**src/rtl/riscv_pkg.sv**
```systemverilog
// Shared definitions for the integer register file and writeback stage.
// Holds the writeback source encoding, the default widths and a helper
// that says whether a writeback select code names a real source.
package riscv_pkg;

  localparam int XLEN_DEF = 32;
  localparam int NREG_DEF = 32;

  typedef enum logic [2:0] {
    WB_ALU  = 3'd0,
    WB_MUL  = 3'd1,
    WB_LOAD = 3'd2,
    WB_PC4  = 3'd3,
    WB_IMM  = 3'd4
  } wb_sel_e;

  // Codes 5..7 are unassigned; they must neither write nor produce data.
  function automatic logic wb_sel_valid(input logic [2:0] sel);
    return (sel <= 3'd4);
  endfunction

endpackage

```
**src/rtl/rv_regfile_wb_if.sv**
```systemverilog
// Bus between the core datapath and the register file / writeback stage.
// master: the core (drives addresses, writeback controls and result sources,
//         receives read data, trace data, instret and the illegal flag).
// slave:  rv_regfile_wb.
interface rv_regfile_wb_if #(
  parameter int XLEN = riscv_pkg::XLEN_DEF,
  parameter int AW   = $clog2(riscv_pkg::NREG_DEF)
);
  logic [AW-1:0]   rs1_addr;
  logic [AW-1:0]   rs2_addr;
  logic [AW-1:0]   rd_addr;
  logic [AW-1:0]   dbg_addr;
  logic            wb_en;
  logic [2:0]      wb_sel;
  logic            retire;
  logic [XLEN-1:0] alu_res;
  logic [XLEN-1:0] m_res;
  logic [XLEN-1:0] load_data;
  logic [XLEN-1:0] pc_plus4;
  logic [XLEN-1:0] imm_u;
  logic [XLEN-1:0] rv1;
  logic [XLEN-1:0] rv2;
  logic [XLEN-1:0] wb_data;
  logic [XLEN-1:0] dbg_data;
  logic [63:0]     instret;
  logic            wb_illegal;

  modport master (
    output rs1_addr, rs2_addr, rd_addr, dbg_addr, wb_en, wb_sel, retire,
           alu_res, m_res, load_data, pc_plus4, imm_u,
    input  rv1, rv2, wb_data, dbg_data, instret, wb_illegal
  );

  modport slave (
    input  rs1_addr, rs2_addr, rd_addr, dbg_addr, wb_en, wb_sel, retire,
           alu_res, m_res, load_data, pc_plus4, imm_u,
    output rv1, rv2, wb_data, dbg_data, instret, wb_illegal
  );
endinterface

```
**src/rtl/rv_wb_mux.sv**
```systemverilog
// Combinational writeback source selector.
// Ports: wb_sel (wb_sel_e code), the five result sources, wb_data out.
// Undefined select codes yield zero.
module rv_wb_mux
  import riscv_pkg::*;
#(
  parameter int XLEN = XLEN_DEF
) (
  input  logic [2:0]      wb_sel,
  input  logic [XLEN-1:0] alu_res,
  input  logic [XLEN-1:0] m_res,
  input  logic [XLEN-1:0] load_data,
  input  logic [XLEN-1:0] pc_plus4,
  input  logic [XLEN-1:0] imm_u,
  output logic [XLEN-1:0] wb_data
);

  always_comb begin
    wb_data = '0;
    case (wb_sel_e'(wb_sel))
      WB_ALU:  wb_data = alu_res;
      WB_MUL:  wb_data = m_res;
      WB_LOAD: wb_data = load_data;
      WB_PC4:  wb_data = pc_plus4;
      WB_IMM:  wb_data = imm_u;
      default: wb_data = '0;
    endcase
  end

endmodule

```
**src/rtl/rv_regfile_wb.sv**
```systemverilog
// Integer register file and writeback stage of the single-cycle core.
// Ports: clk, rst_n (async active-low), bus (rv_regfile_wb_if.slave):
//   rs1/rs2/dbg read ports (combinational), rd write port fed by the
//   writeback mux, 64-bit retired-instruction counter, sticky wb_illegal.
// Optional macro REGFILE_BYPASS_EN: forwards the value being written this
// cycle to rv1/rv2/dbg_data when their address matches rd_addr.
module rv_regfile_wb
  import riscv_pkg::*;
#(
  parameter int XLEN = XLEN_DEF,
  parameter int NREG = NREG_DEF,
  parameter int AW   = $clog2(NREG)
) (
  input logic          clk,
  input logic          rst_n,
  rv_regfile_wb_if.slave bus
);

  logic [XLEN-1:0] regs_q [NREG];
  logic [XLEN-1:0] regs_d [NREG];
  logic [63:0]     instret_q, instret_d;
  logic            wb_illegal_q, wb_illegal_d;
  logic [XLEN-1:0] wb_data;
  logic [XLEN-1:0] rv1, rv2, dbg_data;
  logic            sel_ok;
  logic            we;

  rv_wb_mux #(.XLEN(XLEN)) u_wb_mux (
    .wb_sel    (bus.wb_sel),
    .alu_res   (bus.alu_res),
    .m_res     (bus.m_res),
    .load_data (bus.load_data),
    .pc_plus4  (bus.pc_plus4),
    .imm_u     (bus.imm_u),
    .wb_data   (wb_data)
  );

  assign sel_ok = wb_sel_valid(bus.wb_sel);
  // x0 is never written, so regs_q[0] stays at its reset value of zero.
  assign we = bus.wb_en && sel_ok && (bus.rd_addr != '0) &&
              (int'(bus.rd_addr) < NREG);

  always_comb begin
    rv1      = regs_q[bus.rs1_addr];
    rv2      = regs_q[bus.rs2_addr];
    dbg_data = regs_q[bus.dbg_addr];
`ifdef REGFILE_BYPASS_EN
    if (we && (bus.rs1_addr == bus.rd_addr)) rv1      = wb_data;
    if (we && (bus.rs2_addr == bus.rd_addr)) rv2      = wb_data;
    if (we && (bus.dbg_addr == bus.rd_addr)) dbg_data = wb_data;
`endif
    if (bus.rs1_addr == '0) rv1      = '0;
    if (bus.rs2_addr == '0) rv2      = '0;
    if (bus.dbg_addr == '0) dbg_data = '0;
  end

  always_comb begin
    regs_d = regs_q;
    if (we) regs_d[bus.rd_addr] = wb_data;
    instret_d    = instret_q + {63'd0, bus.retire};
    wb_illegal_d = wb_illegal_q | (bus.wb_en & ~sel_ok);
  end

  always_ff @(posedge clk or negedge rst_n) begin
    if (!rst_n) begin
      for (int i = 0; i < NREG; i++) regs_q[i] <= '0;
      instret_q    <= '0;
      wb_illegal_q <= 1'b0;
    end else begin
      regs_q       <= regs_d;
      instret_q    <= instret_d;
      wb_illegal_q <= wb_illegal_d;
    end
  end

  assign bus.rv1        = rv1;
  assign bus.rv2        = rv2;
  assign bus.dbg_data   = dbg_data;
  assign bus.wb_data    = wb_data;
  assign bus.instret    = instret_q;
  assign bus.wb_illegal = wb_illegal_q;

endmodule

```
**src/flat_wrapper.sv**
```systemverilog
// flat-port wrapper written by rule: the top's interface ports become plain ports
module rv_regfile_wb_flat import riscv_pkg::*;
#(
  parameter int XLEN = XLEN_DEF,
  parameter int NREG = NREG_DEF,
  parameter int AW   = $clog2(NREG)
)
  (clk, rst_n, bus_rs1_addr, bus_rs2_addr, bus_rd_addr, bus_dbg_addr, bus_wb_en, bus_wb_sel, bus_retire, bus_alu_res, bus_m_res, bus_load_data, bus_pc_plus4, bus_imm_u, bus_rv1, bus_rv2, bus_wb_data, bus_dbg_data, bus_instret, bus_wb_illegal);
  rv_regfile_wb_if #(.XLEN(XLEN), .AW(AW)) bus_i ();
  input logic clk;
  input logic rst_n;
  input wire logic [$bits(bus_i.rs1_addr)-1:0] bus_rs1_addr;
  input wire logic [$bits(bus_i.rs2_addr)-1:0] bus_rs2_addr;
  input wire logic [$bits(bus_i.rd_addr)-1:0] bus_rd_addr;
  input wire logic [$bits(bus_i.dbg_addr)-1:0] bus_dbg_addr;
  input wire logic [$bits(bus_i.wb_en)-1:0] bus_wb_en;
  input wire logic [$bits(bus_i.wb_sel)-1:0] bus_wb_sel;
  input wire logic [$bits(bus_i.retire)-1:0] bus_retire;
  input wire logic [$bits(bus_i.alu_res)-1:0] bus_alu_res;
  input wire logic [$bits(bus_i.m_res)-1:0] bus_m_res;
  input wire logic [$bits(bus_i.load_data)-1:0] bus_load_data;
  input wire logic [$bits(bus_i.pc_plus4)-1:0] bus_pc_plus4;
  input wire logic [$bits(bus_i.imm_u)-1:0] bus_imm_u;
  output wire logic [$bits(bus_i.rv1)-1:0] bus_rv1;
  output wire logic [$bits(bus_i.rv2)-1:0] bus_rv2;
  output wire logic [$bits(bus_i.wb_data)-1:0] bus_wb_data;
  output wire logic [$bits(bus_i.dbg_data)-1:0] bus_dbg_data;
  output wire logic [$bits(bus_i.instret)-1:0] bus_instret;
  output wire logic [$bits(bus_i.wb_illegal)-1:0] bus_wb_illegal;
  assign bus_i.rs1_addr = bus_rs1_addr;
  assign bus_i.rs2_addr = bus_rs2_addr;
  assign bus_i.rd_addr = bus_rd_addr;
  assign bus_i.dbg_addr = bus_dbg_addr;
  assign bus_i.wb_en = bus_wb_en;
  assign bus_i.wb_sel = bus_wb_sel;
  assign bus_i.retire = bus_retire;
  assign bus_i.alu_res = bus_alu_res;
  assign bus_i.m_res = bus_m_res;
  assign bus_i.load_data = bus_load_data;
  assign bus_i.pc_plus4 = bus_pc_plus4;
  assign bus_i.imm_u = bus_imm_u;
  assign bus_rv1 = bus_i.rv1;
  assign bus_rv2 = bus_i.rv2;
  assign bus_wb_data = bus_i.wb_data;
  assign bus_dbg_data = bus_i.dbg_data;
  assign bus_instret = bus_i.instret;
  assign bus_wb_illegal = bus_i.wb_illegal;
  rv_regfile_wb #(.XLEN(XLEN), .NREG(NREG), .AW(AW)) u_core (.clk(clk), .rst_n(rst_n), .bus(bus_i));
endmodule
```
**config.mk**
```make
export PLATFORM = sky130hd
export DESIGN_NAME = rv_regfile_wb_flat
export DESIGN_NICKNAME = d
export VERILOG_FILES = /design/src/rtl/riscv_pkg.sv /design/src/rtl/rv_regfile_wb_if.sv /design/src/rtl/rv_wb_mux.sv /design/src/rtl/rv_regfile_wb.sv /design/src/flat_wrapper.sv
export SDC_FILE = /design/constraint.sdc
export NUM_CORES = 2
export LEC_CHECK = 0
export CAP_MARGIN = 0
export CORE_ASPECT_RATIO = 1.75
export CORE_UTILIZATION = 60
export CTS_CLUSTER_SIZE = 25
export DETAILED_ROUTE_END_ITERATION = 16
export HOLD_SLACK_MARGIN = 0.05
export PLACE_DENSITY = 0.77
export REMOVE_ABC_BUFFERS = 1
export SETUP_SLACK_MARGIN = 0.5
export SYNTH_ARGS = -nofsm -noshare
export SYNTH_HDL_FRONTEND = slang
export SYNTH_SLANG_ARGS = --single-unit
export TNS_END_PERCENT = 100
```
**constraint.sdc**
```tcl
create_clock -name clk -period 7.67 [get_ports clk]
set_input_delay 1.9175 -clock clk [delete_from_list [all_inputs] [get_ports clk]]
set_output_delay 1.9175 -clock clk [all_outputs]
set_load 0.02 [all_outputs]
```
==> Implementation_results.wiki <==
{| class="wikitable"
! Metric !! Value
|-
| Critical register-to-register path endpoint || u_core.bus.instret[46]
|-
| Clock Root Buffer || sky130_fd_sc_hd__clkbuf_16
|-
| Vias per cell || 7.32
|-
| Clock skew after layout || 0.0133 ns
|-
| Critical path's slowest cell || sky130_fd_sc_hd__a2111oi_0
|-
| Nature of the critical path endpoint || output pin
|-
| Synth Warn # || 0
|-
| Number of synthesized flops with an enable pin || 0
|-
| Worst max-slew margin expressed relative to the limit || 3.24%
|-
| Number of buffers inserted by hold repair at cts || 0
|-
| Clock sink total || 1089
|-
| Number of port buffers || 379
|-
| Sequential fraction of the synthesis area || 42.4%
|-
| Clock latency at the later pin of the worst-skew pair || 0.74 ns
|-
| 1st-iter DRT viols || 7132
|-
| Clock buffers created by TritonCTS || 102
|-
| Die width || 249 microns
|-
| Result of the run || finished clean
|-
| Critical R2R Launch || u_core.bus.instret[0]
|-
| Reg2reg path depth || 7
|-
| Die outline height || 435 microns
|-
| Total number of H-tree levels || 3
|-
| Kind of cell with the highest combined delay on the critical path || buffers and inverters
|-
| Crit path arrival time || 5.27 ns
|-
| All-Layer GR Usage || 42.0%
|-
| Endpoint required time on the critical path || 5.75 ns
|-
| Reported leakage power || 30.6 nW
|-
| Startpoint of the tightest hold check path || u_core.regs_q[1022]
|-
| Setup slack of the most critical reg-to-reg path || 5.24 ns
|-
| Unrepaired setup endpoints after global routing || no
|-
| Shortest period the worst path allows || 7.18 ns
|-
| Count of buffer and inverter cells on the critical path || 3
|-
| Total via count in the routed design || 52500
|-
| Most instantiated flip-flop cell in the synthesis netlist || sky130_fd_sc_hd__dfrtp_1
|-
| Share of synthesized flip-flops with an asynchronous set or reset || 100%
|-
| Post-layout total power || 0.0164 W
|-
| Final hold violation count || 0
|-
| Top achievable clock speed || 139 MHz
|-
| Global-route wire length before repair || 335000 microns
|-
| Delay of the slowest critical-path stage || 0.88 ns
|-
| DPL Wire Length || 139000 microns
|-
| Total Wirelength || 224000 microns
|-
| Power per unit of standard cell area || 225 nW/um^2
|-
| Least-Margin Pin Slew || 1.45 ns
|-
| Total congestion overflow after global routing || 0
|-
| Routability Congestion || 0.918
|-
| Share of final-layout standard cells stronger than drive strength 1 || 22.1%
|-
| Distinct cells, synth || 46
|-
| FP Rows || 158
|-
| WHS Path Cells || 0
|-
| Maximum VDD drop || 0.196 mV
|-
| Setup Fix Bufs, Post-CTS || 0
|-
| Placeable core region || 106000 sq um
|-
| I/O pin total || 380
|-
| Buffer depth of the longest clock path || 3
|-
| Number of max-slew violations in the final report || 0
|-
| Type of element launching the critical path || input port
|-
| Critical-path maximum fanout || 11
|-
| CP Cell Sequence || buf_2, or3_1, o22ai_1, a2111oi_0, buf_4, clkdlybuf4s50_1
|-
| Number of register bits inferred by synthesis || 1089
|-
| Count of max-cap constraint violations || 0
|-
| Die Outline Area || 108000 sq um
|-
| Post-cts gate resize count || 0
|-
| Final setup vio count || 0
|-
| Remaining routing DRC violations || 0
|-
| Vias in the first global route || 54600
|-
| Final sum of negative setup slack || 0 ns
|-
| Number of antenna violations at the first check in global routing || 12
|-
| Post-route ant nets || 0
|-
| Syn-to-layout area delta || 13.6%
|-
| Setup CP Type || in2out
|-
| Length of the first detailed-routing pass in iterations || 9
|-
| Smallest hold slack || 0.395 ns
|-
| Number of cells produced by synthesis || 5657
|-
| Type of the most critical hold path || reg2reg
|-
| Starting utilization of the core area || 60.6%
|-
| TritonCTS clock tree || yes
|-
| Syn avg cell area || 11.4 sq um
|-
| Netlist area before placement || 64200 sq um
|-
| Post-layout net count || 5908
|-
| Worst Hold Path EP || u_core.regs_q[1022]
|-
| Reg clk slew, reported paths || 0.06 ns
|-
| Maximum number of pins on one net before global-route repair || 175
|-
| WL/cell || 31.3 microns
|-
| Final critical-path share of the clock period || 93.7%
|}
==> area by class of cell <==
| type | instances | area [sq um] |
|---|---|---|
| multi-input cells | 3904 | 34500 |
| fillers | 7411 | 33000 |
| flip-flops and latches | 1089 | 27300 |
| repair buffers | 583 | 5750 |
| clock buffers | 132 | 2820 |
| well taps | 1360 | 1700 |
| clock inverters | 58 | 782 |
| inverters | 39 | 146 |
| diodes | 6 | 15.0 |
==> worst reg2reg max path: stages (launching register included) <==
cell                      delay, ns
sky130_fd_sc_hd__dfrtp_1       0.35
sky130_fd_sc_hd__ha_1          0.20
sky130_fd_sc_hd__ha_1          0.25
sky130_fd_sc_hd__nand2_1       0.10
sky130_fd_sc_hd__nor2_1        0.50
sky130_fd_sc_hd__and2_0        0.53
sky130_fd_sc_hd__nand4_1       0.20
sky130_fd_sc_hd__xnor2_1       0.21
==> cell families (layout without fill, tap and decap cells) <==
family,Yosys count,in the layout,share of synthesized area (%)
xor gates and xnor gates,62,62,0.845
other,0,6,0
DFF,1089,1089,42.4
and+or+nand+nor,1436,1436,9.15
muxes,1035,1035,31.4
adders and majority gates,2,2,0.0389
AOI/OAI and AO/OA,1369,1369,11.6
buffers and inverters,664,812,4.60
==> routing by layer <==
metal | share of wire (%) | track usage [%]
met2 | 46 | 64.9
met3 | 12 | 11.3
met5 | 0.092 | 0.536
met4 | 10 | 37.3
met1 | 31 | 48.1
==> stage by stage <==
stage	utilization, %	instances	cell area, sq um	worst slack (ns)
after floorplan	-	5032	61400	0.419
after global placement	65.5	6975	69400	0.685
after detailed placement	65.5	6975	69400	0.611
after CTS	68.9	7165	73000	0.668
after global routing	68.9	7168	73000	0.633
final	68.9	7171	73000	0.485
==> cell usage in the layout, fill, tap and decap left out, types with 28 or more instances in the layout <==
master                            Yosys  final
sky130_fd_sc_hd__a211o_1             37     37
sky130_fd_sc_hd__a21oi_1            243    243
sky130_fd_sc_hd__nor2b_1             34     29
sky130_fd_sc_hd__o21ai_1             66     66
sky130_fd_sc_hd__nand2_1            961    949
sky130_fd_sc_hd__mux2i_1            216    216
sky130_fd_sc_hd__mux2_2              39     39
sky130_fd_sc_hd__buf_4               46    175
sky130_fd_sc_hd__dfrtp_1           1089   1089
sky130_fd_sc_hd__mux4_2             780    780
sky130_fd_sc_hd__clkdlybuf4s50_1      0    363
sky130_fd_sc_hd__o2bb2ai_1           30     30
sky130_fd_sc_hd__clkbuf_16            0    102
sky130_fd_sc_hd__o22ai_1             73     73
sky130_fd_sc_hd__nor2_1             269    268
sky130_fd_sc_hd__nor3_1              69     67
sky130_fd_sc_hd__xnor2_1             37     37
sky130_fd_sc_hd__o21ai_0            859    859
sky130_fd_sc_hd__nand4_1             28     28
sky130_fd_sc_hd__buf_12               0     31
sky130_fd_sc_hd__inv_1               39     38
==> sequential cells by signal, summed over array words and instances (netlist names) <==
register	cells
u_core.bus.instret	64
u_core.bus.wb_illegal	1
u_core.regs_q	1024
==> where the power goes <==
group	leakage, nW	switching (W)	internal, W
clock	1.74	0.00242	0.00312
combinational	14.3	0.00178	0.00185
sequential	14.6	0.000777	0.00648
==> cell usage after synthesis, drive strengths merged, types with 3 or more instances <==
cell     instances  area (sq um)
mux2            39           439
nand3           26           130
nor3b            4          30.0
xnor2           37           324
nor2           269          1010
or4b             3          30.0
mux2i          216          2160
o2bb2ai         30           263
a211o           37           324
nor2b           34           213
or3              6          37.5
and3             5          31.3
o21ai          926          4650
and2             9          56.3
o22ai           73           457
dfrtp         1089         27300
a221oi          30           263
nand4           28           175
nor4             8          95.1
o221ai          24           210
a21oi          243          1220
xor2            25           219
buf            245          1380
inv             39           146
nand2          963          3620
and4             6          52.6
mux4           780         17600
clkbuf         380          1430
nor3            70           355
==> worst max-delay path by stage <==
stage,endpoint,startpoint,depth (start not counted)
2_1_floorplan,bus_dbg_data[31],bus_dbg_addr[4],3
5_1_grt,bus_dbg_data[31],bus_dbg_addr[4],6
3_5_place_dp,bus_dbg_data[31],bus_dbg_addr[3],6
6_report,bus_dbg_data[31],bus_dbg_addr[4],6
4_1_cts,bus_dbg_data[31],bus_dbg_addr[4],6
3_3_place_gp,bus_dbg_data[31],bus_dbg_addr[4],6
No activity file was read; power rests on OpenSTA's default activity.
